<file path="config.mk">
export PLATFORM = sky130hd
export DESIGN_NAME = eh2_exu_bp_update_queue
export DESIGN_NICKNAME = d
export VERILOG_FILES = /design/src/rtl/eh2_pkg.sv /design/src/rtl/eh2_exu_bp_upd_ctl.sv /design/src/rtl/eh2_exu_bp_update_queue.sv
export SDC_FILE = /design/constraint.sdc
export NUM_CORES = 1
export LEC_CHECK = 0
export CAP_MARGIN = 20
export CORE_UTILIZATION = 58
export CTS_CLUSTER_DIAMETER = 50
export DETAILED_ROUTE_END_ITERATION = 12
export PLACE_DENSITY = 0.85
export SLEW_MARGIN = 10
export SYNTH_ARGS = -nofsm -noshare
export SYNTH_HDL_FRONTEND = slang
export SYNTH_SLANG_ARGS = --single-unit
</file>
<file path="constraint.sdc">
create_clock -name clk -period 8.7 [get_ports clk]
set_clock_uncertainty 0.1 [all_clocks]
set_input_delay 1.74 -clock clk [delete_from_list [all_inputs] [get_ports clk]]
set_output_delay 1.74 -clock clk [all_outputs]
set_load 0.05 [all_outputs]
</file>
<file path="src/rtl/eh2_pkg.sv">
// Shared EH2 types: the branch-predictor update packet passed from the EXU to the IFU update port.
package eh2_pkg;

   localparam int BP_IDX_W = 8;

   typedef struct packed {
      logic                tid;
      logic                ataken;
      logic                misp;
      logic [1:0]          hist;
      logic                way;
      logic [BP_IDX_W-1:0] index;
   } eh2_bp_upd_pkt_t;

endpackage

</file>
<file path="src/rtl/eh2_exu_bp_upd_ctl.sv">
// Control for the branch-update queue: pointers, occupancy, space check and drop counting.
module eh2_exu_bp_upd_ctl #(
   parameter  int DEPTH = 4,
   localparam int PTR_W = $clog2(DEPTH),
   localparam int CNT_W = PTR_W + 1
) (
   input  logic             clk,
   input  logic             rst_l,
   input  logic             i0_acc,
   input  logic             i1_acc,
   input  logic             pop,
   output logic             i0_we,
   output logic             i1_we,
   output logic [PTR_W-1:0] i0_wptr,
   output logic [PTR_W-1:0] i1_wptr,
   output logic [PTR_W-1:0] rd_ptr,
   output logic [CNT_W-1:0] count,
   output logic             almost_full,
   output logic [7:0]       drop_cnt
);

   logic [PTR_W-1:0] wr_ptr_r, rd_ptr_r, wr_ptr_nxt_s, rd_ptr_nxt_s;
   logic [CNT_W-1:0] count_r, count_nxt_s;
   logic [CNT_W:0]   space_s;
   logic             i0_push_s, i1_push_s, af_r, af_nxt_s;
   logic [1:0]       drops_s;
   logic [8:0]       drop_sum_s;
   logic [7:0]       drop_cnt_r, drop_nxt_s;

   // Space includes the slot freed by a same-cycle pop; I0 always claims space first.
   always_comb begin
      space_s      = (CNT_W+1)'(DEPTH) - {1'b0, count_r} + {{CNT_W{1'b0}}, pop};
      i0_push_s    = i0_acc & (space_s != {(CNT_W+1){1'b0}});
      i1_push_s    = i1_acc & (space_s > {{CNT_W{1'b0}}, i0_push_s});
      drops_s      = {1'b0, i0_acc & ~i0_push_s} + {1'b0, i1_acc & ~i1_push_s};
      count_nxt_s  = count_r + CNT_W'(i0_push_s) + CNT_W'(i1_push_s) - CNT_W'(pop);
      wr_ptr_nxt_s = wr_ptr_r + PTR_W'(i0_push_s) + PTR_W'(i1_push_s);
      rd_ptr_nxt_s = rd_ptr_r + PTR_W'(pop);
      drop_sum_s   = {1'b0, drop_cnt_r} + {7'b0000000, drops_s};
      drop_nxt_s   = drop_sum_s[8] ? 8'hFF : drop_sum_s[7:0];
      af_nxt_s     = (count_nxt_s >= CNT_W'(DEPTH - 1));
   end

   // Occupancy state and the registered status outputs.
   always_ff @(posedge clk or negedge rst_l) begin
      if (!rst_l) begin
         wr_ptr_r   <= {PTR_W{1'b0}};
         rd_ptr_r   <= {PTR_W{1'b0}};
         count_r    <= {CNT_W{1'b0}};
         drop_cnt_r <= 8'h00;
         af_r       <= 1'b0;
      end else begin
         wr_ptr_r   <= wr_ptr_nxt_s;
         rd_ptr_r   <= rd_ptr_nxt_s;
         count_r    <= count_nxt_s;
         drop_cnt_r <= drop_nxt_s;
         af_r       <= af_nxt_s;
      end
   end

   assign i0_we       = i0_push_s;
   assign i1_we       = i1_push_s;
   assign i0_wptr     = wr_ptr_r;
   assign i1_wptr     = wr_ptr_r + PTR_W'(i0_push_s);
   assign rd_ptr      = rd_ptr_r;
   assign count       = count_r;
   assign almost_full = af_r;
   assign drop_cnt    = drop_cnt_r;

endmodule

</file>
<file path="src/rtl/eh2_exu_bp_update_queue.sv">
// In-order FIFO of resolved branch outcomes from the two ALU pipes, drained one per cycle to the IFU.
module eh2_exu_bp_update_queue
   import eh2_pkg::*;
#(
   parameter int DEPTH       = 4,
   parameter int IDX_W       = BP_IDX_W,
   parameter int NUM_THREADS = 2
) (
   input  logic                   clk,
   input  logic                   rst_l,
   input  logic [NUM_THREADS-1:0] flush,
   input  logic                   i0_valid,
   input  logic                   i0_tid,
   input  logic                   i0_ataken,
   input  logic                   i0_misp,
   input  logic [1:0]             i0_hist,
   input  logic                   i0_way,
   input  logic [IDX_W-1:0]       i0_index,
   input  logic                   i1_valid,
   input  logic                   i1_tid,
   input  logic                   i1_ataken,
   input  logic                   i1_misp,
   input  logic [1:0]             i1_hist,
   input  logic                   i1_way,
   input  logic [IDX_W-1:0]       i1_index,
   output logic                   upd_valid,
   input  logic                   upd_ready,
   output logic                   upd_tid,
   output logic                   upd_ataken,
   output logic                   upd_misp,
   output logic [1:0]             upd_hist,
   output logic                   upd_way,
   output logic [IDX_W-1:0]       upd_index,
   output logic                   almost_full,
   output logic [7:0]             drop_cnt
);

   localparam int PTR_W = $clog2(DEPTH);
   localparam int CNT_W = PTR_W + 1;

   logic             i0_flush_s, i1_flush_s, i0_tid_s, i1_tid_s;
   logic             i0_acc_s, i1_acc_s, pop_s, i0_we_s, i1_we_s;
   logic [PTR_W-1:0] i0_wptr_s, i1_wptr_s, rd_ptr_s;
   logic [CNT_W-1:0] count_s;
   eh2_bp_upd_pkt_t  i0_pkt_s, i1_pkt_s, head_s;
   eh2_bp_upd_pkt_t  mem_r [DEPTH];

   // Single-thread builds ignore tid and use flush[0] for both pipes.
   if (NUM_THREADS == 1) begin : g_st
      assign i0_flush_s = flush[0];
      assign i1_flush_s = flush[0];
      assign i0_tid_s   = 1'b0;
      assign i1_tid_s   = 1'b0;
   end else begin : g_mt
      assign i0_flush_s = flush[i0_tid];
      assign i1_flush_s = flush[i1_tid];
      assign i0_tid_s   = i0_tid;
      assign i1_tid_s   = i1_tid;
   end

   assign i0_acc_s  = i0_valid & ~i0_flush_s;
   assign i1_acc_s  = i1_valid & ~i1_flush_s;
   assign upd_valid = (count_s != {CNT_W{1'b0}});
   assign pop_s     = upd_valid & upd_ready;

   assign i0_pkt_s = '{tid: i0_tid_s, ataken: i0_ataken, misp: i0_misp, hist: i0_hist, way: i0_way, index: i0_index};
   assign i1_pkt_s = '{tid: i1_tid_s, ataken: i1_ataken, misp: i1_misp, hist: i1_hist, way: i1_way, index: i1_index};

   eh2_exu_bp_upd_ctl #(.DEPTH(DEPTH)) u_ctl (
      .clk         (clk),
      .rst_l       (rst_l),
      .i0_acc      (i0_acc_s),
      .i1_acc      (i1_acc_s),
      .pop         (pop_s),
      .i0_we       (i0_we_s),
      .i1_we       (i1_we_s),
      .i0_wptr     (i0_wptr_s),
      .i1_wptr     (i1_wptr_s),
      .rd_ptr      (rd_ptr_s),
      .count       (count_s),
      .almost_full (almost_full),
      .drop_cnt    (drop_cnt)
   );

   // Payload storage: per-entry enabled flops, deliberately not reset.
   always_ff @(posedge clk) begin
      for (int e = 0; e < DEPTH; e++) begin
         if (i0_we_s && (i0_wptr_s == PTR_W'(e))) begin
            mem_r[e] <= i0_pkt_s;
         end else if (i1_we_s && (i1_wptr_s == PTR_W'(e))) begin
            mem_r[e] <= i1_pkt_s;
         end else begin
            mem_r[e] <= mem_r[e];
         end
      end
   end

   assign head_s     = mem_r[rd_ptr_s];
   assign upd_tid    = upd_valid ? head_s.tid    : 1'b0;
   assign upd_ataken = upd_valid ? head_s.ataken : 1'b0;
   assign upd_misp   = upd_valid ? head_s.misp   : 1'b0;
   assign upd_hist   = upd_valid ? head_s.hist   : 2'b00;
   assign upd_way    = upd_valid ? head_s.way    : 1'b0;
   assign upd_index  = upd_valid ? head_s.index  : {IDX_W{1'b0}};

endmodule

</file>
; Word-level counts from Yosys, hierarchy flattened
; Memories as Yosys holds them, arrays and structs flattened.
; Cells that the tools add are included.
[word_totals]
reg_bits = 16
ram_bits = 56
out_inout_bits = 24
elab_cells = 124
memories = 1
[op_classes]
addsub = 10
magnitude_cmp = 4
n_eq_ne = 10
muxes = 57
bitwise = 19
n_reduce_logical = 18
[mem_list]
columns = name, words, width, read_ports, rd_ports_with_merged_regs, wr, line
row1 = mem_r, 4, 14, 1, 0, 2, eh2_exu_bp_update_queue.sv:46  ; eh2_bp_upd_pkt_t mem_r [DEPTH];
[ops]
columns = cell, count
row1 = $mux 14, 10
row2 = $mux 1, 42
row3 = $reduce_or 14->1, 2
row4 = $mux 8, 2
row5 = $add 8x2->9, 1
row6 = $eq 2x2->1 const B, 4
row7 = $logic_and 1x1->1, 8
row8 = $or 1x1->1, 8
row9 = $reduce_and 2->1, 4
row10 = $and 1x1->1, 7
row11 = $add 2x1->2, 3
row12 = $add 3x1->3, 2
row13 = $mux 2, 3
row14 = $add 4x1->4, 1
row15 = $eq 2x1->1 const B, 2
row16 = $gt 4x1->1, 1
row17 = $logic_not 2->1, 2
row18 = $lt 1x2->1 const B, 2
row19 = $ne 0x0->1, 4
row20 = $not 1->1, 4
row21 = $reduce_bool 4->1, 1
row22 = $sub 3x3->4 const A, 1
row23 = $ge 3x2->1 const B, 1
row24 = $reduce_bool 3->1, 1
row25 = other kinds (2), 2

; Depth between registers and ports, before layout
; Gate-level depths: netlist of the first run.
[logic_depth]
ltp_word = 15
mapped_depth = 21

; Modules after synthesis
; Synthesis of the first run repeated with hierarchy kept, for this count alone.
[hier_totals]
cells_unflattened = 244
hier_area_um2 = 3793.6
[modules_own_cells]
columns = module, instances, cells_per_inst, area_per_inst_um2, seq_area_each_um2
row1 = eh2_exu_bp_update_queue, 1, 172, 2929.1, 1681.6
row2 = eh2_exu_bp_upd_ctl, 1, 72, 864.6, 400.4

; Worst setup path after synthesis of the first run
; No wires, ideal clock.
[synth_timing]
kind = input port to flip-flop
start = input upd_ready
end = register u_ctl.af_r (netlist: u_ctl.almost_full)
setup_ps = 64
t_arrival_ps = 4789
required_time_ps = 8536
path_slack_ps = 3748
path_stages = 19
cell_sequence = nand2_1 ha_1 inv_1 ha_1 or2_1 a211o_1 nand2_2 inv_2 ha_1 nor2_1 a211o_1 nand3_2 ha_1 inv_1 fa_1 inv_1 fa_1 inv_1 a21o_1
[synth_between]
elab_chain_cells = 9
word_cells_on_any_way = 10
[synth_rtl]
columns = element, line
row1 = "start, declared", eh2_exu_bp_update_queue.sv:27  ; input logic upd_ready,
row2 = $and 1x1->1 *, eh2_exu_bp_update_queue.sv:64  ; assign pop_s = upd_valid & upd_ready;
row3 = $add 4x1->4, eh2_exu_bp_upd_ctl.sv:32  ; space_s = (CNT_W+1)'(DEPTH) - {1'b0, count_r} + {{CNT_W{1'b0}}, pop};
row4 = $reduce_bool 4->1, eh2_exu_bp_upd_ctl.sv:33  ; i0_push_s = i0_acc & (space_s != {(CNT_W+1){1'b0}});
row5 = $and 1x1->1, eh2_exu_bp_upd_ctl.sv:33
row6 = $gt 4x1->1, eh2_exu_bp_upd_ctl.sv:34  ; i1_push_s = i1_acc & (space_s > {{CNT_W{1'b0}}, i0_push_s});
row7 = $and 1x1->1, eh2_exu_bp_upd_ctl.sv:34
row8 = $add 3x1->3, eh2_exu_bp_upd_ctl.sv:36  ; count_nxt_s = count_r + CNT_W'(i0_push_s) + CNT_W'(i1_push_s) - CNT_W'(pop);
row9 = $sub 3x1->3 *, eh2_exu_bp_upd_ctl.sv:36
row10 = via u_ctl.count_nxt_s[1], eh2_exu_bp_upd_ctl.sv:23  ; logic [CNT_W-1:0] count_r, count_nxt_s;
row11 = $ge 3x2->1 *, eh2_exu_bp_upd_ctl.sv:41  ; af_nxt_s = (count_nxt_s >= CNT_W'(DEPTH - 1));
row12 = via u_ctl.af_nxt_s, eh2_exu_bp_upd_ctl.sv:25  ; logic i0_push_s, i1_push_s, af_r, af_nxt_s;
row13 = "end signal, assigned", eh2_exu_bp_upd_ctl.sv:57  ; af_r <= af_nxt_s;
row14 = "end, declared", eh2_exu_bp_upd_ctl.sv:25
; The timed path passes the listed nets; every way through them passes the cells marked *.

==> metrics, run 1 <==
share of layout cells above drive strength 1=29.5%; f_max=180 MHz; clock tree buffer depth=2; GP Congestion=0.824; # resized after CTS=0; period utilization=around 64%; Clock transition at path regs=0.07 ns; initial antenna violation count=0; gate family responsible for the most delay along the worst path=compound AO/OA/AOI/OAI gates; Worst-Skew Late Latency=approximately 0.33 ns; leak pwr=between 0.0015 and 0.002 uW; final antenna diode count=0; clock sink count=72; Starting Density=between 60% and 70%; CTS tree=built; most frequent cells in the layout=clkdlybuf4s50_1, edfxtp_1, mux2_2, dfrtp_1, and2_1; Hold Crit Class=register to register; # rows=29; Max IR drop VDD=0.000284 V; final wirelength=7580 um; DR WL/cell=~19 um; clock buffer count from CTS=9; Syn Inst Count=253; detailed placer's ending HPWL=5150 um; post-route ant nets=0; Worst slew margin=26.2%; Avg Vias per Cell=5.84; most common cell after layout, fill and taps aside=clkdlybuf4s50_1; asr flop ratio synth=22.2%; TritonRoute pass-1 iters=4; yosys warns=0; critical path's slowest cell=a311oi_4; RSZ-0062 raised after global routing=no; Synth Register Bits=72; design area=around 4700 um2; die width=roughly 83 um; Die H=83.4 um; Post-DP Area=4490 um2; die area=6960 um2; final hold violation count=0; status=finished clean; first-pass GRT wire length=12,100 um; number of synthesized flops with an enable pin=56; total track usage=23.3%; final setup TNS=0 ns; Worst Setup End Kind=register; H-tree lvl count=3; via count=between 2,000 and 2,500; Sequential Area=2080 um2; Multi-input gate area=approximately 1700 um2; Mapped Area=between 3000 and 4000 um2; Worst-Margin Slew=1.11 ns; Max FO, Critical Path=14; clk root buf=clkbuf_8; ys flop type=edfxtp_1; CP arrival=~5.6 ns; 1st-iter DRT viols=130; Overflow after GRT=0; Final setup viols=0; cell mode on critical path=ha_1; Slew Limit Fails=0; register area share after synthesis=54.1%; Post-CTS Setup Bufs=0; kind of critical path=input pin to register; reg2reg setup slack=3.76 ns; Slowest Stage Delay on Critical Path=0.90 ns; Avg Cell Area, Syn=15.2 um2; WP buf/inv=3; vias in the first global route=2,492; fin nets=364; min Tclk post-route=5.56 ns; Synth Net Count=300; # Max-Cap Violations=0; largest net degree at the start of global routing=17; # port buffers=58; crit-path cells=clkdlybuf4s50_1 -> nand2_1 -> ha_1 -> inv_1 -> ha_1 -> or2_1 -> a211o_1 -> nand2_2 -> inv_2 -> ha_1 -> xor2_1 -> or2b_1 -> a311oi_4 -> mux2_2; critical path required time=8.69 ns; I/O pin total=between 50 and 60; Pwr per Cell Area=350 nW/um2; Hold Buf Count CTS=0; Fillers=399; Netlist cell types=40; Residual DRC=0; CP startpoint kind=input pin; Syn-to-layout area delta=21.6%; area of the core=6390 um2
per-stage QoR:
stage          total power (uW)  std cells  worst slack [ns]  util [%]  hold slack (ns)
4_1_cts                    1640        399              3.14      73.2            0.479
6_report                   1630        399              3.14      73.2            0.469
3_3_place_gp               1360        383              2.92      70.3            0.457
5_1_grt                    1710        399              2.94      73.2            0.521
3_5_place_dp               1390        383              2.76      70.3            0.463
2_1_floorplan              1140        253              3.75         -            0.377
routing by layer:
layer,track usage (%),vias up,share of wire [%]
li1,-,1092,-
met1,28.1,1167,42
met2,40.7,61,53
met3,4.17,11,3.3
met4,10.8,0,1.5
met5,0,-,0
final timing paths:
check | start | to | depth (start not counted)
min reg2reg | u_ctl.drop_cnt[7] | u_ctl.drop_cnt[6] | 2
max | upd_ready | mem_r[2][13] | 14
max in group asynchronous | rst_l | u_ctl.rd_ptr[1] | 1
min | u_ctl.drop_cnt[7] | u_ctl.drop_cnt[6] | 2
max reg2reg | u_ctl.count[0] | mem_r[2][13] | 14
min in group asynchronous | rst_l | u_ctl.drop_cnt[6] | 1
cell families after synthesis:
kind of cell               count (synthesis)  share of synthesized area, %
AOI/OAI and AO/OA                         18                          3.94
DFF                                       72                          54.1
xor gates and xnor gates                   5                          1.14
buffers and inverters                     22                          2.93
and+or+nand+nor                           52                          7.29
muxes                                     72                          26.1
adders and majority gates                 12                          4.49
flip-flops by register name, summed over array words and instances (netlist names):
name and flops:
u_ctl.rd_ptr 2, mem_r 56, u_ctl.count 3, u_ctl.i0_wptr 2, u_ctl.drop_cnt 8, u_ctl.almost_full 1
worst reg2reg max path, cell delays in order, from the launching register on:
cell,delay [ns]
dfrtp_1,0.42
or3_1,0.65
nand2_1,0.20
ha_1,0.17
inv_1,0.04
ha_1,0.18
or2_1,0.24
a211o_1,0.34
nand2_2,0.10
inv_2,0.08
ha_1,0.23
xor2_1,0.33
or2b_1,0.31
a311oi_4,0.90
mux2_2,0.42
power by group:
group	switching (uW)	leakage, uW	total (uW)	internal, uW
combinational	473	0.000942	820	347
clock	121	0.0000917	252	131
sequential	79.8	0.000702	563	483
total	674	0.00174	1630	961
final cells by class:
type,count,share of cell area (%)
Multi-Input combinational cell,159,35.3
Clock inverter,6,1.26
Clock buffer,10,2.73
Sequential cell,72,44.5
Timing Repair Buffer,62,13.1
Inverter,13,1.04
Tap cell,77,2.06
synth_stat cells, types with 4 or more instances:
master	n	area (um2)
mux2_2	46	518
inv_1	11	41.3
dfrtp_1	16	400
ha_1	9	113
nor2_1	10	37.5
and2_1	15	93.8
a21oi_1	4	20.0
mux2_4	10	150
edfxtp_1	56	1680
nand3_1	4	20.0
nand2_1	9	33.8
mux4_2	14	315
o21ai_0	4	20.0
Power figures use the tool's default switching activity.
==> inputs of run 2 (changes only) <==
Settings changed: CORE_UTILIZATION 58 to 54, PLACE_DENSITY 0.85 to 0.8.
Clock period 8.7 ns to 5.7 ns, I/O delays scaled along.
==> run 2 against run 1 <==
Compared with the run above: non-clock buffer count increased by 4; worst setup slack got worse by 2.1 ns; global-route usage decreased by 1.3 points; critical endpoint is now u_ctl.almost_full; final cell count increased by 5.8%; clock-buffer cell count decreased by 1; combinational power increased by 51%; largest cell class unchanged.
==> metrics, run 2 (synthesized netlist as in run 1, its figures left out) <==
kind of critical path=register to register; Final setup viols=0; Max IR drop VDD=between 0.0004 and 0.0005 V; Die H=86.4 um; initial antenna violation count=0; final setup TNS=0 ns; clock buffer count from CTS=9; GP Congestion=roughly 0.77; Overflow after GRT=0; die area=7460 um2; final antenna diode count=0; CP startpoint kind=register; area of the core=a little under 7000 um2; I/O pin total=59; status=finished clean; TritonRoute pass-1 iters=4; most common cell after layout, fill and taps aside=clkdlybuf4s50_1; post-route ant nets=0; Worst Setup End Kind=register; Pwr per Cell Area=525 nW/um2; Worst slew margin=around 36%; Slew Limit Fails=0; CP arrival=4.80 ns; Post-CTS Setup Bufs=0; die width=86.4 um; f_max=between 200 and 250 MHz; Max FO, Critical Path=16; via count=2,349; share of layout cells above drive strength 1=a little under a third; final hold slack=0.468 ns; largest net degree at the start of global routing=17; final hold violation count=0; most frequent cells in the layout=clkdlybuf4s50_1, edfxtp_1, mux2_2, dfrtp_1, and2_1; vias in the first global route=2,403; min Tclk post-route=roughly 4.6 ns; total track usage=21.9%; Multi-input gate area=1650 um2; final wirelength=7420 um; DR WL/cell=17.6 um; Sequential Area=2080 um2; detailed placer's ending HPWL=5190 um; clock sink count=72; first-pass GRT wire length=11,900 um; # Max-Cap Violations=0; fin nets=368; Largest register FFs=56; leak pwr=0.00176 uW; Worst-Margin Slew=0.964 ns; # rows=30; Starting Density=~56%; # resized after CTS=0; Hold Buf Count CTS=0; Worst R2R Path Depth=20; Largest Register=mem_r; # port buffers=58; Residual DRC=0; RSZ-0062 raised after global routing=no; Hold Crit Depth=2; Worst-Skew Late Latency=roughly 0.34 ns; critical path required time=slightly below 6 ns; CTS tree=built; period utilization=81.1%; Pwr Total=2480 uW; Clock transition at path regs=0.07 ns; Syn-to-layout area delta=23.0%; 1st-iter DRT viols=107; H-tree lvl count=3; Fillers=480; Avg Vias per Cell=5.57; clock tree buffer depth=2; Hold Crit Class=register to register; clk root buf=clkbuf_8
## run 2: metal layers
layer	GRT usage (%)	share of wire (%)	vias to the layer above	wire, um
met5	0	0	-	0
met4	11.1	2.8	0	211
met3	4.10	3.1	17	228
met2	37.7	53	49	3920
met1	26.6	41	1182	3060
li1	-	-	1101	-
## run 2: path summary, 6_finish.rpt
kind / start / endpoint / slack, ns
setup / recovery: u_ctl.count[0] / u_ctl.almost_full / 1.08
hold / removal: u_ctl.drop_cnt[7] / u_ctl.drop_cnt[6] / 0.47
setup reg to reg: u_ctl.count[0] / u_ctl.almost_full / 1.08
hold reg to reg: u_ctl.drop_cnt[7] / u_ctl.drop_cnt[6] / 0.47
max in group asynchronous: rst_l / u_ctl.i0_wptr[0] / 3.93
min in group asynchronous: rst_l / u_ctl.drop_cnt[7] / 1.12
## run 2: through the flow
step	setup WS [ns]	utilization, %	instances	cell area [um2]
2_1_floorplan	1.16	-	253	3850
3_3_place_gp	0.799	66.5	406	4540
3_5_place_dp	0.721	66.5	406	4540
4_1_cts	1.02	69.2	422	4730
5_1_grt	0.795	69.2	422	4730
6_report	1.08	69.2	422	4730
## run 2: worst max-delay path: stages (launching register included)
cell and delay (ns):
dfrtp_1 0.42, or3_1 0.65, nand2_1 0.22, ha_1 0.17, inv_1 0.04, ha_1 0.17, or2_1 0.24, a211o_1 0.34
nand2_2 0.09, inv_2 0.07, ha_1 0.28, nor2_1 0.09, a211o_1 0.13, nand3_2 0.16, ha_1 0.32, inv_1 0.04
fa_1 0.35, inv_1 0.07, fa_1 0.41, inv_1 0.08, a21o_1 0.10
## run 2: final cells by class
cell class,instances,share of cell area [%]
multi-input cells,159,34.9
well taps,96,2.54
inverters,13,1.03
flip-flops and latches,72,44.0
clock inverters,7,1.32
repair buffers,66,13.5
clock buffers,9,2.62
## run 2: where the power goes
part           switching, uW  leakage, uW  total, uW  internal, uW
registers                116     0.000702        853           737
clock network            187    0.0000901        385           197
logic                    707     0.000963       1240           536
